--- config.mk ---
export PLATFORM = sky130hd
export DESIGN_NAME = sram_arbiter
export DESIGN_NICKNAME = d
export VERILOG_FILES = /design/src/rtl/sram_arbiter.sv
export SDC_FILE = /design/constraint.sdc
export NUM_CORES = 1
export LEC_CHECK = 0
export CELL_PAD_IN_SITES_DETAIL_PLACEMENT = 1
export CELL_PAD_IN_SITES_GLOBAL_PLACEMENT = 1
export CORE_UTILIZATION = 32
export CTS_CLUSTER_DIAMETER = 100
export CTS_CLUSTER_SIZE = 30
export DETAILED_ROUTE_END_ITERATION = 16
export GPL_TIMING_DRIVEN = 0
export PLACE_DENSITY = 0.94
export SLEW_MARGIN = 20
export SYNTH_ARGS = -nofsm -noshare
export SYNTH_HDL_FRONTEND = slang
export SYNTH_SLANG_ARGS = --single-unit
export TNS_END_PERCENT = 20
--- constraint.sdc ---
create_clock -name sys_clk -period 3 [get_ports sys_clk]
set_input_delay 0.45 -clock sys_clk [delete_from_list [all_inputs] [get_ports sys_clk]]
set_output_delay 0.45 -clock sys_clk [all_outputs]
set_load 0.005 [all_outputs]
--- src/rtl/sram_arbiter.sv ---
// Two-port round-robin arbiter/sequencer in front of the CY7C1399B SRAM interface.
// Issues one single-cycle read/write strobe at a time and owns the interface enable line.
module sram_arbiter #(
  parameter int NUM_ADDRESS_LINES = 10,
  parameter int DATA_WIDTH        = 8,
  parameter int READ_LAT          = 3,
  parameter int WRITE_LAT         = 3,
  parameter int WAKE_CYCLES       = 3
) (
  input  logic                         sys_clk,
  input  logic                         rst,
  input  logic                         a_req,
  input  logic                         a_we,
  input  logic [NUM_ADDRESS_LINES-1:0] a_addr,
  input  logic [DATA_WIDTH-1:0]        a_wdata,
  output logic                         a_ack,
  output logic                         a_rvalid,
  output logic [DATA_WIDTH-1:0]        a_rdata,
  input  logic                         b_req,
  input  logic                         b_we,
  input  logic [NUM_ADDRESS_LINES-1:0] b_addr,
  input  logic [DATA_WIDTH-1:0]        b_wdata,
  output logic                         b_ack,
  output logic                         b_rvalid,
  output logic [DATA_WIDTH-1:0]        b_rdata,
  input  logic                         sleep,
  output logic                         sram_enable,
  output logic                         read_from_sram,
  output logic                         write_to_sram,
  output logic [NUM_ADDRESS_LINES-1:0] w_addr,
  output logic [NUM_ADDRESS_LINES-1:0] r_addr,
  output logic [DATA_WIDTH-1:0]        d_in,
  input  logic [DATA_WIDTH-1:0]        d_out,
  input  logic                         data_valid,
  output logic                         busy,
  output logic                         err
);

  localparam int LAT_MAX = (READ_LAT > WRITE_LAT) ? READ_LAT : WRITE_LAT;
  localparam int CNT_MAX = (LAT_MAX > WAKE_CYCLES) ? LAT_MAX : WAKE_CYCLES;
  localparam int CW      = $clog2(CNT_MAX + 1);

  typedef enum logic [2:0] {IDLE, ISSUE, WAIT, SLEEP, WAKE} state_t;

  state_t                         state;
  logic [CW-1:0]                  cnt;
  logic                           last_grant_b;
  logic                           grant_b;
  logic                           lat_we;
  logic [NUM_ADDRESS_LINES-1:0]   lat_addr;
  logic                           pick_b;
  logic                           sel_we;

  // B wins when it is alone, or on a tie when A was served last.
  always_comb begin
    pick_b = b_req && (!a_req || !last_grant_b);
    sel_we = pick_b ? b_we : a_we;
  end

  assign w_addr = lat_addr;
  assign r_addr = lat_addr;
  assign busy   = (state != IDLE);

  always_ff @(posedge sys_clk) begin
    if (rst) begin
      state          <= WAKE;
      cnt            <= CW'(WAKE_CYCLES);
      last_grant_b   <= 1'b1;
      grant_b        <= 1'b0;
      lat_we         <= 1'b0;
      lat_addr       <= '0;
      d_in           <= '0;
      sram_enable    <= 1'b1;
      read_from_sram <= 1'b0;
      write_to_sram  <= 1'b0;
      a_ack          <= 1'b0;
      b_ack          <= 1'b0;
      a_rvalid       <= 1'b0;
      b_rvalid       <= 1'b0;
      a_rdata        <= '0;
      b_rdata        <= '0;
      err            <= 1'b0;
    end else begin
      read_from_sram <= 1'b0;
      write_to_sram  <= 1'b0;
      a_ack          <= 1'b0;
      b_ack          <= 1'b0;
      a_rvalid       <= 1'b0;
      b_rvalid       <= 1'b0;
      case (state)
        IDLE: begin
          if (sleep) begin
            sram_enable <= 1'b0;
            state       <= SLEEP;
          end else if (a_req || b_req) begin
            grant_b        <= pick_b;
            last_grant_b   <= pick_b;
            lat_we         <= sel_we;
            lat_addr       <= pick_b ? b_addr : a_addr;
            d_in           <= pick_b ? b_wdata : a_wdata;
            // Strobe is registered here so it is high during the ISSUE cycle.
            read_from_sram <= !sel_we;
            write_to_sram  <= sel_we;
            state          <= ISSUE;
          end
        end
        ISSUE: begin
          cnt   <= lat_we ? CW'(WRITE_LAT - 1) : CW'(READ_LAT - 1);
          state <= WAIT;
        end
        WAIT: begin
          cnt <= cnt - 1'b1;
          if (cnt <= CW'(1)) begin
            if (!lat_we) begin
              if (grant_b) b_rdata <= d_out;
              else         a_rdata <= d_out;
              if (!data_valid) err <= 1'b1;
              a_rvalid <= !grant_b;
              b_rvalid <= grant_b;
            end
            a_ack <= !grant_b;
            b_ack <= grant_b;
            state <= IDLE;
          end
        end
        SLEEP: begin
          if (!sleep) begin
            sram_enable <= 1'b1;
            cnt         <= CW'(WAKE_CYCLES);
            state       <= WAKE;
          end
        end
        WAKE: begin
          cnt <= cnt - 1'b1;
          if (cnt <= CW'(1)) state <= IDLE;
        end
        default: state <= IDLE;
      endcase
    end
  end

endmodule

## Word level (Yosys, flattened, before mapping)

Index checks and enable logic that the tools add are counted.

| cells by class | value |
|---|---|
| add/sub/neg operators | 1 |
| magnitude comparators | 1 |
| equality and inequality tests | 8 |
| muxes and demuxes | 13 |
| bitwise gates (word level) | 8 |
| reduce and logical (&&, ||, !) cells | 22 |

Operators by type and width:

| cell | count |
|---|---|
| $mux 3 | 4 |
| $pmux 3 s4 | 1 |
| $reduce_and 4->1 | 3 |
| $mux 10 | 1 |
| $reduce_and 3->1 | 3 |
| $mux 8 | 1 |
| $not 1->1 | 8 |
| $reduce_or 4->1 | 2 |
| $eq 3x2->1 const B | 2 |
| $pmux 2 s3 | 1 |
| $reduce_bool 3->1 | 2 |
| $logic_not 1->1 | 4 |
| $ne 2x2->1 const B | 2 |
| $eq 3x1->1 const B | 1 |
| $eq 3x3->1 const B | 1 |
| $logic_not 3->1 | 1 |
| $mux 1 | 3 |
| $ne 3x3->1 const B | 1 |
| $reduce_or 3->1 | 1 |
| $le 2x1->1 const B | 1 |
| $logic_or 1x1->1 | 2 |
| $mux 2 | 1 |
| $ne 2x1->1 const B | 1 |
| $pmux 1 s2 | 1 |
| 5 further kinds | 5 |

| storage, ports and cells | value |
|---|---|
| flip-flop bits (word level) | 50 |
| input bits | 52 |

## Depth between registers and ports, before layout

Gate-level depths: netlist of run 1.

| logic depth | value |
|---|---|
| depth in word-level cells | 5 |
| depth in mapped cells | 6 |
| depth with buffers taken out | 5 |

## Least setup slack after synthesis of run 1

Ideal clock, no wire load.

| timing | value |
|---|---|
| path type | input to register |
| start point | input sleep |
| end point | register grant_b |
| arrival | 1.382 ns |
| required time | 2.884 ns |
| setup slack | 1.502 ns |
| stages on the path | 5 |
| buffers on the path | 2 |
| cells stage by stage | clkbuf_1 nor4_4 buf_4 nand2_1 a31o_2 |

| between the ends | value |
|---|---|
| cells in the longest elaborated chain, start to end | 2 |

Ends and longest elaborated chain:

| item | RTL line | RTL |
|---|---|---|
| start: declaration | 26 | `input logic sleep,` |
| $not 1->1 (no line) | -- |  |
| $reduce_and 3->1 (no line) | -- |  |
| end signal: assignment | 96 | `grant_b <= pick_b;` |
| end: declaration | 48 | `logic grant_b;` |

Every way passes these cells.
A chain may end at the register's enable or synchronous reset.

## Worst setup path in the final report of run 1

| timing | value |
|---|---|
| start point | register state[0] |
| end point | output busy |

| between the ends | value |
|---|---|
| cells in the longest elaborated chain, start to end | 1 |

Ends and longest elaborated chain:

| item | RTL line | RTL |
|---|---|---|
| start: declaration | 45 | `state_t state;` |
| start signal: assignment | 66 | `state <= WAKE;` |
| start signal: assignment | 94 | `state <= SLEEP;` |
| start signal: assignment | 104 | `state <= ISSUE;` |
| $reduce_bool 3->1 | 62 | `assign busy = (state != IDLE);` |
| end: declaration | 35 | `output logic busy,` |

Every way passes these cells.

==> metrics.md, run 1 <==
| Metric | Value |
|---|---|
| Largest net degree at the start of global routing | 16 |
| Slew HR | 0.626 |
| Main combinational cell family by area after synthesis | compound AO/OA/AOI/OAI gates |
| Die W | 86.7 um |
| Final wirelength | 7.92 mm |
| GR Util All Layers | 0.208 |
| Seq cells post-synth | 50 |
| WP data arrival | 1.78 ns |
| Synth cell types | 40 |
| Outcome | complete, no violations |
| CP required | 2.55 ns |
| Sequential share of the synthesized area | 0.436 |
| Critical-path cell with the highest stage delay | clkdlybuf4s50_1 |
| Post-DP HPWL | 5.91 mm |
| Mapped Nets | 302 |
| GRT Residual Overflow | 0 |
| First-pass GRT wire length | 12.1 mm |
| Share of post-route cells with drive strength above 1 | 0.0864 |
| Routability cong. | 0.844 |
| Critical path's largest stage delay | 0.47 ns |
| Post-DRT Antenna Nets | 0 |
| TritonCTS buffer count | 5 |
| Worst slew pin tran | 0.560 ns |
| Fillers | 819 |
| Worst-Skew Late Latency | 0.31 ns |
| Final antenna diode count | 0 |
| Max FO, Critical Path | 10 |
| Initial antenna violation count | 0 |
| Die ar. | 0.00751 mm2 |
| RSZ-0062 raised after global routing | false |
| Vias per inst | 5.22 |
| Root Driver | clkbuf_8 |
| Max Slew Vio Count | 0 |
| # hold bufs at CTS | 0 |
| Cell area after synthesis | 0.00229 mm2 |
| CTS clock-pin slew for the worst setup and hold paths | 0.10 ns |
| NumNets Final | 411 |
| 1st-iter DRT viols | 129 |
| Area contributors post-synth | dfxtp_1 44%, mux2i_1 7.4%, o32ai_1 7.3% |
| Initial Utilization | 0.334 |
| Core ar. | 0.00687 mm2 |
| Post-CTS Setup Inserts | 0 |
| Layout area overhead | 54.5% |
| Cell Rows | 30 |
| H-tree levels | 2 |
| Cell Count, Final, Fillers Out | 455 |
| Number of global-route vias before repair | 2414 |
| Synth Instances | 249 |
| Synth Area in Simple Gates | 0.147 |
| Clk buf depth | 2 |
| Worst setup SP type | register |
| Compound-gate portion of the synthesized area | 0.240 |
| DRT Pass-1 Iters | 4 |
| XOR/XNOR Fraction of Synth Area | 0.00382 |
| Post-Synth Adder-Cell Area | 0.00546 |
| Power per standard cell area | 557 mW/mm2 |
| Avg WL per Cell | 17.4 um |
| Post-synthesis mux area share | 0.0742 |
| Worst hold path class | reg2reg |
| PortBufs | 102 |
| CTS tree | yes |
| Most common cell in the netlist | dfxtp_1 |
| Tcrit/Tclk final | 0.745 |
| Post-CTS resize count | 0 |
| # IOs | 105 |
| Post-synth EDFFs | 0 |
| Final Hold Fails | 0 |
| Synthesized area per cell | 9.21 um2 |
| Post-synth top flop | dfxtp_1 |
| # setup viols final | 0 |
| Worst R2R Setup Slack | 1.42 ns |
| Sink Count | 50 |
| Max Cap Violations | 0 |
| Setup TNS | 0 ns |
| Leak | 1.28 nW |
| Asr flop ratio synth | 0 |
| Setup CP Type | reg2out |
| Fmax | 448 MHz |
| Crit path time final | 2.23 ns |
| Drt drc | 0 |
| Clock skew | 0.00759 ns |
| Synth warnings | 0 |
| Post-synth top area share | 0.436 |
| Max rail drop VDD | 0.213 mV |
| CP cell instances | buf_2, or3_1, clkdlybuf4s50_1 |
| Die Span Y | 86.7 um |
| Yosys top cell by area | dfxtp_1 |
| Placed insts | 447 |
| Crit. End Element | output port |
| Via Count | 2376 |
| Top cells by count, synth | 50 x dfxtp_1, 22 x a21oi_1, 20 x a211oi_1, 20 x nand2_1, 19 x o32ai_1 |
metrics by stage:
step | setup slack, ns | utilization | hold slack (ns) | instance area [um2] | power [W]
6_report | 0.766 | 0.516 | 0.470 | 3540 | 0.00197
5_1_grt | 0.708 | 0.516 | 0.495 | 3540 | 0.00207
4_1_cts | 0.767 | 0.516 | 0.475 | 3540 | 0.00198
3_5_place_dp | 0.706 | 0.500 | 0.461 | 3430 | 0.00150
3_3_place_gp | 0.786 | 0.500 | 0.442 | 3430 | 0.00147
2_1_floorplan | 1.50 | - | 0.449 | 2290 | 0.00117
flip-flops by register name (all words and copies together) (netlist names), 2 cells and up:
register  flops
r_addr       10
a_rdata       8
b_rdata       8
d_in          8
state         3
cnt           2
cells in the final DEF (no fill, tap or decap), types with 2 or more instances in the layout:
cell type        synthesis  layout
nand2_1                 20      20
nand3_1                  3       3
nor3_1                   6       6
clkbuf_8                 0       5
o21ai_0                  2       2
clkinv_2                 0       2
a211oi_1                20      20
a31oi_1                  2       2
nor4_1                   4       4
nand4_1                  2       2
o31ai_1                  2       2
inv_1                    6       6
mux2i_1                 17      17
clkdlybuf4s50_1          0     102
a21oi_1                 22      22
nand2b_1                14      14
dfxtp_1                 50      50
o211ai_1                 2       2
o32ai_1                 19      19
nor3b_1                  2       2
buf_4                   13      13
clkbuf_2                 2       2
buf_2                    4       4
nor2_1                   3       3
clkbuf_1                16      16
final timing paths:
kind,startpoint,end,cells after the start
setup / recovery,state[0],busy,3
hold / removal,a_rdata[1],a_rdata[1],2
setup reg to reg,state[1],grant_b,5
hold reg to reg,a_rdata[1],a_rdata[1],2
cell families (layout without fill, tap and decap cells):
group / Yosys count / after routing
flip-flops: 50 / 50
AO/OA/AOI/OAI: 77 / 77
multiplexers: 17 / 17
XOR/XNOR: 1 / 1
adder cells (fa/ha/maj): 1 / 1
buffers and inverters: 42 / 152
AND/OR/NAND/NOR: 61 / 61
where the power goes:
part	total (W)	leakage, nW	switching [W]	internal [W]
Sequential	0.000802	0.407	0.0000592	0.000743
Clock	0.000477	0.0579	0.000231	0.000246
Combinational	0.000694	0.819	0.000327	0.000367
layer usage:
metal | vias up | GRT usage | wire, um
met4 | 0 | 0.0879 | 203
met2 | 96 | 0.369 | 3980
met3 | 18 | 0.0390 | 456
met1 | 1126 | 0.246 | 3280
li1 | 1136 | - | -
met5 | - | 0 | 0
worst max-delay path: cells and delay by family (launching register included):
| kind | cells | cell delay, ns |
|---|---|---|
| DFF | 1 | 0.37 |
| and+or+nand+nor | 1 | 0.44 |
| buffers and inverters | 2 | 0.67 |
area by class of cell:
type,count,area (um2),area share
Timing Repair Buffer,102,1020,0.288
Clock inverter,3,40.0,0.0113
Inverter,7,26.3,0.00742
Sequential cell,50,1000,0.282
Tap cell,96,120,0.0339
Clock buffer,5,68.8,0.0194
Buffer,35,188,0.0530
Multi-Input combinational cell,157,1080,0.304
Power figures use the tool's default switching activity.
==> run 2: changes to the inputs <==
- CORE_UTILIZATION: 32 -> 27
- PLACE_DENSITY: 0.94 -> 0.85
- clock period: 3 -> 2 ns (I/O delays scaled with it)
==> run 2 against run 1 <==
Largest cell class unchanged. Total power rose by 45%. Highest routed layer unchanged. Non-clock buffer count fell by 1. Routed wire length fell by 11%. Utilization fell by 8.4 points. Sequential power rose by 51%.
==> metrics.md, run 2 (synthesized netlist as in run 1, its figures left out) <==
| Metric | Value |
|---|---|
| Die W | 94.2 um (+8.7%) |
| Max rail drop VDD | 0.287 mV (+35%) |
| Max FO, Critical Path | 10 (unchanged) |
| Worst hold path class | reg2reg |
| Final wirelength | 7.03 mm (-11%) |
| First-pass GRT wire length | 11.2 mm (-7.0%) |
| Leak | 1.27 nW (-0.69%) |
| Clock skew | 0.00858 ns (+0.000989 ns) |
| Die ar. | 0.00887 mm2 (+18%) |
| Layer with the highest usage | met2 |
| Largest register FFs | 10 (unchanged) |
| DRT Pass-1 Iters | 4 (unchanged) |
| NumNets Final | 410 (-0.24%) |
| PortBufs | 102 (unchanged) |
| Initial antenna violation count | 0 (unchanged) |
| Core ar. | 0.00822 mm2 (+20%) |
| GR Util All Layers | 0.160 (-0.0484) |
| 1st-iter DRT viols | 90 (-30%) |
| Worst slew pin tran | 0.542 ns (-0.0182 ns) |
| Share of post-route cells with drive strength above 1 | 0.0894 (+0.00303) |
| CP required | 2.17 ns (-0.38 ns) |
| Final Hold Fails | 0 (unchanged) |
| # IOs | 105 (unchanged) |
| H-tree levels | 2 (unchanged) |
| CTS clock-pin slew for the worst setup and hold paths | 0.09 ns (about the same) |
| Routability cong. | 0.792 (-6.1%) |
| # hold bufs at CTS | 0 (unchanged) |
| Initial Utilization | 0.279 (-0.0548) |
| Cell Rows | 33 (+10%) |
| Power per standard cell area | 806 mW/mm2 (+45%) |
| Met3 usage | 0.0307 (-0.00830) |
| Setup CP Type | in2reg |
| Max Slew Vio Count | 0 (unchanged) |
| Final worst slack | 0.280 ns (-0.486 ns) |
| GRT met1 Usage | 0.206 (-0.0398) |
| Slew HR | 0.638 (+0.0121) |
| Vias per inst | 5.02 (-3.8%) |
| Post-DRT Antenna Nets | 0 (unchanged) |
| Outcome | complete, no violations |
| Avg WL per Cell | 15.2 um (-13%) |
| Power, Total | 0.00286 W (+45%) |
| Max Cap Violations | 0 (unchanged) |
| Most common cell after layout, fill and taps aside | clkdlybuf4s50_1 |
| Sink Count | 50 (unchanged) |
| CTS tree | yes |
| Drt drc | 0 (unchanged) |
| Met2 usage | 0.269 (-0.100) |
| Fmax | 582 MHz |
| Worst-Skew Late Latency | 0.31 ns (about the same) |
| GRT Residual Overflow | 0 (unchanged) |
| Clk buf depth | 2 (unchanged) |
| Layout area overhead | 54.7% |
| RSZ-0062 raised after global routing | false |
| Commonest non-fill, non-tap cells in the layout | 101 x clkdlybuf4s50_1, 49 x dfxtp_1, 22 x a21oi_1 |
| Pre-CTS WS | -0.0410 ns (-0.747 ns) |
| Die Span Y | 94.2 um (+8.7%) |
| Setup TNS | 0 ns (unchanged) |
| # setup viols final | 0 (unchanged) |
| Post-CTS Setup Inserts | 0 (unchanged) |
| Worst setup SP type | input port |
| Root Driver | clkbuf_8 |
| Tcrit/Tclk final | 0.860 |
| TritonCTS buffer count | 5 (unchanged) |
| Via Count | 2325 (-2.1%) |
| Final antenna diode count | 0 (unchanged) |
| Largest net degree at the start of global routing | 17 (+1) |
| Crit. End Element | register |
| Crit path time final | 1.72 ns |
| Number of global-route vias before repair | 2342 (-3.0%) |
| Post-DP HPWL | 5.43 mm (-8.2%) |
| WP data arrival | 1.89 ns (+0.11 ns) |
run 2: layer usage:
metal | wire (um) | part of all wire | vias to the layer above
met5 | 0 | 0 | -
li1 | - | - | 1134
met3 | 349 | 0.050 | 10
met1 | 3050 | 0.43 | 1113
met2 | 3510 | 0.50 | 68
met4 | 126 | 0.018 | 0
run 2: area by class of cell:
type / count / area (um2)
fill: 953 / 4670
multi-input combinational: 157 / 1080
timing repair buffer: 102 / 1020
sequential: 50 / 1000
buffer: 34 / 183
tap: 105 / 131
clock buffer: 6 / 82.6
inverter: 7 / 26.3
clock inverter: 2 / 16.3
run 2: critical path, stage by stage:
cell and delay (ns):
clkdlybuf4s50_1 0.53, clkinv_1 0.26, clkbuf_1 0.32, o32ai_1 0.36, a211oi_1 0.12
run 2: stage by stage:
| step | std cells | instance area [um2] | hold WS, ns | util |
|---|---|---|---|---|
| 4_1_cts | 463 | 3550 | 0.470 | 0.432 |
| 3_5_place_dp | 456 | 3450 | 0.461 | 0.419 |
| 5_1_grt | 463 | 3550 | 0.484 | 0.432 |
| 3_3_place_gp | 456 | 3450 | 0.438 | 0.419 |
| 6_report | 463 | 3550 | 0.469 | 0.432 |
| 2_1_floorplan | 249 | 2290 | 0.403 | - |
run 2: repair_timing:
action                     CTS  global route
pin swaps                    0             0
setup endpoints to repair    1             1
gates resized for setup      2             1
run 2: worst paths after layout:
| path | cells past startpoint | slack [ns] | end | startpoint |
|---|---|---|---|---|
| max reg2reg | 4 | 0.38 | r_addr[7] | state[1] |
| min reg2reg | 2 | 0.47 | a_rdata[2] | a_rdata[2] |
| max | 5 | 0.28 | r_addr[6] | a_req |
| min | 2 | 0.47 | a_rdata[2] | a_rdata[2] |
run 2: power breakdown:
part,switching (W),leakage [nW],internal [W],total (W)
registers,0.0000957,0.407,0.00112,0.00121
logic,0.000454,0.820,0.000552,0.00101
clock network,0.000357,0.0478,0.000285,0.000643
total,0.000907,1.27,0.00195,0.00286
==> run 3: changes to the inputs <==
- ABC_AREA: default -> 1
- CORE_UTILIZATION: 27 -> 25
- PLACE_DENSITY: 0.85 -> 0.86
==> run 3 against run 2 <==
Via count decreased by 2.8%. Clock power increased by 16%. Sequential power increased by 5%. Clock skew increased by 0.0012 ns. Critical endpoint is now busy. Utilization decreased by 1.7 points. Synthesized cell count increased by 12%.
==> metrics.md, run 3 <==
| Metric | Value |
|---|---|
| Routability cong. | 0.781 (-1.4%) |
| Final worst slack | 0.129 ns (-0.152 ns) |
| Final Hold Fails | 0 (unchanged) |
| Int Power | 0.00213 W (+9.0%) |
| NumNets Final | 444 (+8.3%) |
| Critical path buffer and inverter count | 3 (unchanged) |
| Die W | 93.7 um (-0.47%) |
| Critical path's largest stage delay | 0.49 ns (-0.04 ns) |
| Worst hold margin | 0.482 ns (+0.0125 ns) |
| Avg WL per Cell | 14.1 um (-7.2%) |
| Fmax | 534 MHz (-8.1%) |
| CP cell instances | inv_1, nand2_1, nor2_1, inv_1, clkdlybuf4s50_1 |
| Cell area after synthesis | 0.00210 mm2 (-8.3%) |
| Share of post-route cells with drive strength above 1 | 0.102 (+0.0127) |
| DRT Pass-1 Iters | 4 (unchanged) |
| Yosys top cell by area | dfxtp_1 |
| Worst slew pin tran | 0.482 ns (-0.0599 ns) |
| Combinational share of power | 0.356 (+0.004) |
| Sink Count | 50 (unchanged) |
| Clock skew | 0.00981 ns (+0.00123 ns) |
| Power per standard cell area | 924 mW/mm2 (+15%) |
| Die ar. | 0.00878 mm2 (-0.94%) |
| Met2 WL | 3.61 mm (+2.9%) |
| Post-synth EDFFs | 0 (unchanged) |
| H-tree levels | 2 (unchanged) |
| Layout area overhead | 61.2% |
| Initial antenna violation count | 0 (unchanged) |
| CTS tree | yes |
| Most common cell after layout, fill and taps aside | clkdlybuf4s50_1 |
| Routed met1 length | 2.99 mm (-1.8%) |
| Slew HR | 0.678 (+0.0400) |
| # setup viols final | 0 (unchanged) |
| CTS clock-pin slew for the worst setup and hold paths | 0.10 ns (about the same) |
| Synthesized area per cell | 7.51 um2 (-18%) |
| Post-DP HPWL | 5.34 mm (-1.6%) |
| Post-CTS Setup Inserts | 0 (unchanged) |
| Post-synth top flop | dfxtp_1 |
| Cell Rows | 33 (unchanged) |
| Seq cells post-synth | 50 (unchanged) |
| Initial Utilization | 0.257 (-0.0219) |
| Core ar. | 0.00818 mm2 (-0.50%) |
| GRT Residual Overflow | 0 (unchanged) |
| CP most frequent cell | inv_1 |
| Via Count | 2261 (-2.8%) |
| Highest routed layer | met4 |
| Drt drc | 0 (unchanged) |
| Synth Instances | 280 (+12%) |
| Max FO, Critical Path | 5 (-5) |
| Setup CP Type | reg2out |
| Crit path time final | 1.87 ns (+0.152 ns) |
| First-pass GRT wire length | 11.4 mm (+1.9%) |
| Post-DP Area | 0.00328 mm2 (-4.9%) |
| Largest register FFs | 10 (unchanged) |
| Sequential share of the synthesized area | 0.476 (+0.0395) |
| Largest net degree at the start of global routing | 17 (unchanged) |
| Metal3 WL | 295 um (-15%) |
| Asr flop ratio synth | 0 (unchanged) |
| Tcrit/Tclk final | 0.936 (+0.0758) |
| Net Sw Frac | 0.320 (+0.00327) |
| Worst setup SP type | register |
| Kind of cell adding the most delay to the critical path | buffers and inverters |
| Leak | 1.45 nW (+14%) |
| PortBufs | 104 (+2.0%) |
| CP required | 1.70 ns (-0.47 ns) |
| Mapped Nets | 333 (+10%) |
| Number of global-route vias before repair | 2481 (+5.9%) |
| Worst hold path class | reg2reg |
| WP data arrival | 1.57 ns (-0.32 ns) |
| Synth warnings | 0 (unchanged) |
| Post-synth top area share | 0.476 (+0.0395) |
| Vias per inst | 4.55 (-9.4%) |
| Most common cell in the netlist | nor2_1 |
| 1st-iter DRT viols | 24 (-73%) |
| Clock power frac | 0.238 (+0.013) |
| Synth cell types | 23 (-43%) |
| Max Cap Violations | 0 (unchanged) |
| Max rail drop VDD | 0.317 mV (+10%) |
| TritonCTS buffer count | 5 (unchanged) |
| Clk buf depth | 2 (unchanged) |
| Max Slew Vio Count | 0 (unchanged) |
| Crit. End Element | output port |
| Outcome | complete, no violations |
| Die Span Y | 93.7 um (-0.47%) |
| Top cells by count, synth | 52 x nor2_1, 50 x dfxtp_1, 40 x nand2_1, 39 x a21oi_1, 28 x o21ai_0 |
| Root Driver | clkbuf_8 |
| Worst-Skew Late Latency | 0.31 ns (about the same) |
| Area contributors post-synth | dfxtp_1 48%, a21oi_1 9.3%, nor2_1 9.3% |
| P_sw | 0.00100 W (+11%) |
| Commonest non-fill, non-tap cells in the layout | 104 x clkdlybuf4s50_1, 52 x nor2_1, 48 x dfxtp_1 |
| Seq pwr share | 0.406 (-0.017) |
| # IOs | 105 (unchanged) |
| Pre-CTS WS | -0.0121 ns (+0.0289 ns) |
| GR Util All Layers | 0.166 (+0.00637) |
| Critical-path cell with the highest stage delay | clkdlybuf4s50_1 |
| Final Cell Area | 0.00339 mm2 (-4.4%) |
| RSZ-0062 raised after global routing | false |
| Post-DRT Antenna Nets | 0 (unchanged) |
| Final wirelength | 7.01 mm (-0.37%) |
| Setup TNS | 0 ns (unchanged) |
| Final antenna diode count | 0 (unchanged) |
==> run 3: changes by cell type after synthesis, moves of 10 or more <==
cell / before / now
o21ai_1: 0 / 10
o32ai_1: 19 / 0
clkbuf_1: 16 / 4
a211oi_1: 20 / 0
o21ai_0: 2 / 28
nand2_1: 20 / 40
mux2i_1: 17 / 0
a21oi_1: 22 / 39
nand2b_1: 14 / 0
nor2_1: 3 / 52
==> run 3: final cells by class <==
type / count / area (um2)
clock inverters: 3 / 43.8
multi-input cells: 190 / 883
repair buffers: 104 / 1040
inverters: 18 / 67.6
fillers: 1011 / 4780
well taps: 105 / 131
flip-flops and latches: 50 / 1000
clock buffers: 5 / 68.8
plain buffers: 22 / 151
==> run 3: worst reg2reg max path: cells and delay by family, from the launching register on <==
kind | cells | cell delay, ns
AO/OA/AOI/OAI | 1 | 0.40
AND/OR/NAND/NOR | 3 | 0.39
flip-flops | 1 | 0.35
buffers and inverters | 2 | 0.31
==> run 3: through the flow <==
step,util,power (W),cells
after detailed placement,0.401,0.00241,489
after global placement,0.401,0.00236,489
after CTS,0.414,0.00317,497
final,0.415,0.00313,497
after global routing,0.415,0.00335,497
after floorplan,-,0.00183,280
==> run 3: worst paths after layout <==
check / start / end / slack (ns) / cells past startpoint
max: state[2] / busy / 0.13 / 5
min: err / err / 0.48 / 2
max reg2reg: last_grant_b / read_from_sram / 0.50 / 6
min reg2reg: err / err / 0.48 / 2
==> run 3: logic make-up after synthesis <==
kind of cell / Yosys count / share of synthesized area
buffers and inverters: 40 / 0.104
AO/OA/AOI/OAI: 79 / 0.191
adder cells (fa/ha/maj): 1 / 0.00595
flip-flops: 50 / 0.476
AND/OR/NAND/NOR: 110 / 0.223
==> run 3: what timing repair did <==
action                     CTS  global route
hold buffers                 0             0
hold endpoints to repair     0             0
setup endpoints to repair    0             1
resized for setup            0             2
==> run 3: metal layers <==
layer  global-route usage  up-vias
met4               0.0590        0
met2                0.296       58
li1                     -     1120
met5                    0        -
met1                0.198     1074
met3               0.0283        9
==> run 3: power groups by stage <==
stage	clock [W]	sequential, W	combinational [W]
2_1_floorplan	0	0.00127	0.000557
3_3_place_gp	0	0.00128	0.00108
3_5_place_dp	0	0.00129	0.00112
4_1_cts	0.000770	0.00127	0.00113
5_1_grt	0.000811	0.00129	0.00124
6_report	0.000746	0.00127	0.00111
